**src/rtl/snap_capture_ctrl.sv**
```systemverilog
// -----------------------------------------------------------------------------
// snap_capture_ctrl
//
// Write-side controller for the ADC snapshot buffer. Software arms a capture by
// raising arm. The block optionally waits for trig, then streams 2^ADDR_W
// consecutive valid ADC words into BRAM port A at addresses 0 upward. When the
// buffer is full it raises done and leaves the word count for CPU readback.
//
// Ports:
//   clk          system clock, rising edge
//   rst_n        asynchronous active-low reset
//   arm          software level; a 0->1 transition starts a capture
//   use_trig     1 = wait for trig after arming, 0 = start immediately
//   trig         trigger, level-sampled only while armed
//   din          ADC word (DATA_W bits)
//   din_valid    din qualifier
//   bram_we      port-A write enable
//   bram_en_a    port-A enable, always equal to bram_we
//   bram_addr    port-A address (ADDR_W bits)
//   bram_wr_data port-A write data (DATA_W bits)
//   busy         high while armed or capturing
//   done         high once the buffer is full, until the next arm
//   count        words written in the current or last capture (ADDR_W+1 bits)
//
// All outputs are registered; a word accepted in cycle N is written in N+1.
// -----------------------------------------------------------------------------
module snap_capture_ctrl #(
    parameter int DATA_W = 128,
    parameter int ADDR_W = 10
) (
    input  logic              clk,
    input  logic              rst_n,
    input  logic              arm,
    input  logic              use_trig,
    input  logic              trig,
    input  logic [DATA_W-1:0] din,
    input  logic              din_valid,
    output logic              bram_we,
    output logic              bram_en_a,
    output logic [ADDR_W-1:0] bram_addr,
    output logic [DATA_W-1:0] bram_wr_data,
    output logic              busy,
    output logic              done,
    output logic [ADDR_W:0]   count
);

    typedef enum logic [1:0] {
        S_IDLE    = 2'd0,
        S_ARMED   = 2'd1,
        S_CAPTURE = 2'd2,
        S_DONE    = 2'd3
    } state_t;

    // Count value at which the next accepted word is the final one.
    localparam logic [ADDR_W:0]   LAST_COUNT = {1'b0, {ADDR_W{1'b1}}};
    localparam logic [ADDR_W:0]   COUNT_ONE  = {{ADDR_W{1'b0}}, 1'b1};
    localparam logic [ADDR_W-1:0] PTR_ONE    = {{(ADDR_W-1){1'b0}}, 1'b1};

    state_t              state_reg, state_next;
    logic                arm_d_reg;
    logic [ADDR_W-1:0]   wr_ptr_reg;
    logic [ADDR_W:0]     count_reg;
    logic                we_reg;
    logic [ADDR_W-1:0]   addr_reg;
    logic [DATA_W-1:0]   data_reg;
    logic                busy_reg;
    logic                done_reg;

    logic                arm_rise;
    logic                accept;
    logic                clear;

    assign arm_rise = arm & ~arm_d_reg;

    // Next-state logic. accept marks a word taken this cycle; clear marks a
    // fresh arm that restarts count and address from zero.
    always_comb begin
        state_next = state_reg;
        accept     = 1'b0;
        clear      = 1'b0;
        case (state_reg)
            S_IDLE: begin
                if (arm_rise) begin
                    clear      = 1'b1;
                    state_next = S_ARMED;
                end
            end
            S_ARMED: begin
                // The word present in the trigger cycle is the first sample.
                if (~use_trig | trig) begin
                    state_next = S_CAPTURE;
                    accept     = din_valid;
                end
            end
            S_CAPTURE: begin
                accept = din_valid;
            end
            S_DONE: begin
                if (arm_rise) begin
                    clear      = 1'b1;
                    state_next = S_ARMED;
                end
            end
            default: begin
                state_next = S_IDLE;
            end
        endcase
        // The final word moves straight to DONE so that done rises together
        // with its write pulse.
        if (accept && (count_reg == LAST_COUNT)) begin
            state_next = S_DONE;
        end
    end

    always_ff @(posedge clk or negedge rst_n) begin
        if (!rst_n) begin
            state_reg  <= S_IDLE;
            arm_d_reg  <= 1'b0;
            wr_ptr_reg <= '0;
            count_reg  <= '0;
            we_reg     <= 1'b0;
            addr_reg   <= '0;
            data_reg   <= '0;
            busy_reg   <= 1'b0;
            done_reg   <= 1'b0;
        end else begin
            state_reg <= state_next;
            arm_d_reg <= arm;
            we_reg    <= accept;
            if (accept) begin
                addr_reg   <= wr_ptr_reg;
                data_reg   <= din;
                wr_ptr_reg <= wr_ptr_reg + PTR_ONE;
                count_reg  <= count_reg + COUNT_ONE;
            end else if (clear) begin
                wr_ptr_reg <= '0;
                count_reg  <= '0;
            end
            // Status flags follow the state being entered so they line up
            // with the registered write outputs.
            busy_reg <= (state_next == S_ARMED) || (state_next == S_CAPTURE);
            done_reg <= (state_next == S_DONE);
        end
    end

    assign bram_we      = we_reg;
    assign bram_en_a    = we_reg;
    assign bram_addr    = addr_reg;
    assign bram_wr_data = data_reg;
    assign busy         = busy_reg;
    assign done         = done_reg;
    assign count        = count_reg;

endmodule

```
**config.mk**
```make
export PLATFORM = sky130hd
export DESIGN_NAME = snap_capture_ctrl
export DESIGN_NICKNAME = d
export VERILOG_FILES = /design/src/rtl/snap_capture_ctrl.sv
export SDC_FILE = /design/constraint.sdc
export NUM_CORES = 1
export LEC_CHECK = 0
export BUFFER_PORTS_ARGS = -buffer_cell sky130_fd_sc_hd__buf_2
export CAP_MARGIN = 20
export CORE_MARGIN = 5
export CORE_UTILIZATION = 51
export CTS_CLUSTER_SIZE = 12
export DETAILED_ROUTE_END_ITERATION = 6
export PLACE_DENSITY = 0.85
export SLEW_MARGIN = 10
export SYNTH_ARGS = -nofsm -noshare
export SYNTH_HDL_FRONTEND = slang
export SYNTH_SLANG_ARGS = --single-unit
```
**constraint.sdc**
```tcl
create_clock -name clk -period 3.46 [get_ports clk]
set_input_delay 0.173 -clock clk [delete_from_list [all_inputs] [get_ports clk]]
set_output_delay 0.173 -clock clk [all_outputs]
set_load 0.01 [all_outputs]
```
==> results_dict.tcl <==
set metrics [dict create \
    synthXorXnorAreaFrac 0.00134 \
    synth_top_family_by_area "simple AND/OR/NAND/NOR gates" \
    crit_arrival_ns 2.83 \
    synth_fp_nets 862 \
    hold_depth 5 \
    area_delta_synth_final_pct 53.6 \
    cts_setup_buffers 0 \
    power.switching_mw 2.82 \
    rsz0062_at_grt "no" \
    slowest_delay_ns 0.89 \
    holdCritPathClass "in -> reg" \
    dieArea_um2 15200 \
    insertion_delay_ns 0.42 \
    period_needed_ns 2.53 \
    antenna_left 0 \
    ys.flop_type "dfrtp_1" \
    routed_via_density 5.14 \
    synth_edf_count 0 \
    grt_use_met2 0.527 \
    ys_async_sr_fraction 1.00 \
    core_um2 12600 \
    worst_pin_slew_ns 1.07 \
    synth_compound_area_frac 0.0323 \
    placed_area_um2 8100 \
    synthMuxAreaShare 0.00918 \
    cts.sinks 165 \
    synth_area_um2 6550 \
    grt_pass1_vias 7156 \
    clk_pin_slew_ns 0.06 \
    numCtsBuffers 17 \
    drt-total-wl_um 23000 \
    final_nets 1266 \
    grt_pass1_wl_um 35100 \
    seqPwrFrac 0.395 \
    synth-simple-area-share 0.284 \
    fp.dieH_um 123 \
    worstSetupStartpoint "state_reg[0]" \
    crit_path_end_kind "flop" \
    cap_violations 0 \
    finClkSkew_ns 0.00749 \
    io_buffer_count 286 \
    grt_util_met3 0.0823 \
    post-route-drc-count 0 \
    ctsResizeCount 0 \
    rows 41 \
    combPwrFrac 0.337 \
    reg2reg_to "wr_ptr_reg[5]" \
    cts_tree "built" \
    p_int_mw 5.05 \
    fmax_mhz 395 \
    setup_viol 0 \
    hold_viol 0 \
    start_util 0.519 \
    clk_path_buf_depth 2 \
    yosys_warnings 0 \
    slowest_stage "o31ai_1" \
    fin_crit_sh 0.732 \
    layout-drive-gt1-share 0.286 \
    synth_cell_types 37 \
    num_io_pins 287 \
    htreeDepth 4 \
    reg2reg_from "state_reg[0]" \
    antenna_cells 0 \
    ys_ff_latch 165 \
    synth-adder-area-share 0.0115 \
    relSlewSlack 0.279 \
    min_to "state_reg[1]" \
    met1_usage 0.324 \
    drtIter0Drc 716 \
    utilization 0.797 \
    grt_max_degree 123 \
    p_per_area_nw_per_um2 782 \
    largest_reg_flops 128 \
    place_ws_ns 0.987 \
    p_clk_frac 0.268 \
    outcome "finished clean" \
    avgSynthCellArea_um2 9.07 \
    fin_tns_setup_ns 0 \
    p_leak_nw 5.72 \
    synthCells 722 \
    cts_hold_buf 130 \
    root_buffer "clkbuf_16" \
    hp-start "trig" \
    swShare 0.358 \
    antenna_found_initial 0 \
    path_max_fanout 10 \
    die_x_um 123 \
    synth_seq_area_share 0.631 \
    global_route.usage.total 0.299 \
    vias 6738 \
    grt.busiest_layer "met2" \
    vdd_drop_max_uv 456 \
    place_congestion 0.803 \
    wl_per_cell_um 17.5 \
    design_area_um2 10100 \
    critPathLaunchType "flop" \
    critPathKind "reg -> reg" \
    drt_first_pass_iters 5 \
    drv_slew 0 \
    hpwl_um 12300 \
    finalWorstSetupSlack_ns 0.926 \
    worstRegToRegCells 6 \
    ff2ff_setup_slack_ns 0.93 \
    grt_remaining_overflow 0 \
    fin_hold_ws_ns 0.257 \
    cp_cell_sequence "inv_1, ha_1, nand2b_4, o31ai_1, o21ai_0, a22o_1" \
    crit_required_ns 3.76 \
]
[how the worst max path moves through the flow]
stage	end	slack, ns
final	wr_ptr_reg[5]	0.93
after global routing	wr_ptr_reg[5]	0.77
after CTS	wr_ptr_reg[5]	0.99
after detailed placement	wr_ptr_reg[5]	0.99
after global placement	busy	1.10
after floorplan	busy	1.09
[worst max-delay path: cells and delay by family (launching register included)]
family	cells	cell delay, ns
simple gates	1	0.16
flops	1	0.37
fa+ha+maj	1	0.33
buf+inv	1	0.07
compound gates	3	1.49
[synth_stat cells, types with 2 or more instances]
cell type	number	share of area
a21o_1	4	0.0046
a21oi_1	3	0.0023
a31oi_1	2	0.0019
and3_1	4	0.0038
buf_2	27	0.021
buf_4	2	0.0023
clkbuf_1	7	0.0040
dfrtp_1	165	0.63
ha_1	6	0.011
inv_1	3	0.0017
mux2i_1	6	0.0092
nand2_1	430	0.25
nand2b_1	2	0.0019
nand3_1	7	0.0054
nand4_1	7	0.0067
nor2_1	7	0.0040
nor3b_1	4	0.0046
o211ai_1	2	0.0023
o21ai_0	13	0.0099
o31ai_1	2	0.0023
or3_1	2	0.0019
or4_1	2	0.0023
[placed cells by master (no fill, tap or decap), types with 4 or more instances in the layout]
| cell type | count |
|---|---|
| a21o_1 | 4 |
| nor3b_1 | 4 |
| o21ai_0 | 13 |
| nor2_1 | 7 |
| nand4_1 | 7 |
| clkbuf_16 | 17 |
| and3_1 | 4 |
| buf_2 | 285 |
| ha_1 | 6 |
| nand2_1 | 430 |
| dfrtp_1 | 165 |
| mux2i_1 | 6 |
| dlygate4sd3_1 | 130 |
| nand3_1 | 7 |
| bufinv_16 | 6 |
[power by group through the flow]
stage	sequential, mW	combinational (mW)	clock [mW]
5_1_grt	3.18	2.91	2.21
4_1_cts	3.03	2.54	2.12
3_5_place_dp	3.05	2.41	0
6_report	3.11	2.65	2.11
2_1_floorplan	3.39	0.938	0
3_3_place_gp	3.02	2.34	0
[area by class of cell]
cell class | instances | area [um2]
Inverter | 4 | 17.5
Clock inverter | 10 | 203
Tap cell | 172 | 215
Timing Repair Buffer | 422 | 2820
Fill cell | 724 | 2560
Clock buffer | 21 | 450
Sequential cell | 165 | 4130
Multi-Input combinational cell | 516 | 2220
[metal layers]
layer	up-vias	part of all wire	routed length, um
li1	3059	-	-
met1	3227	0.36	8200
met2	358	0.51	11800
met3	94	0.083	1900
met4	0	0.047	1080
met5	-	0	0
[cells by family after synthesis]
group	after synthesis
flip-flops	165
multiplexers	6
buffers and inverters	41
XOR/XNOR	1
adder cells (fa/ha/maj)	6
AO/OA/AOI/OAI	33
AND/OR/NAND/NOR	470
[through the flow]
step / std cells / power (mW)
3_5_place_dp: 1149 / 5.46
5_1_grt: 1310 / 8.29
6_report: 1310 / 7.87
3_3_place_gp: 1149 / 5.36
4_1_cts: 1310 / 7.69
2_1_floorplan: 722 / 4.33
Power figures use the tool's default switching activity.
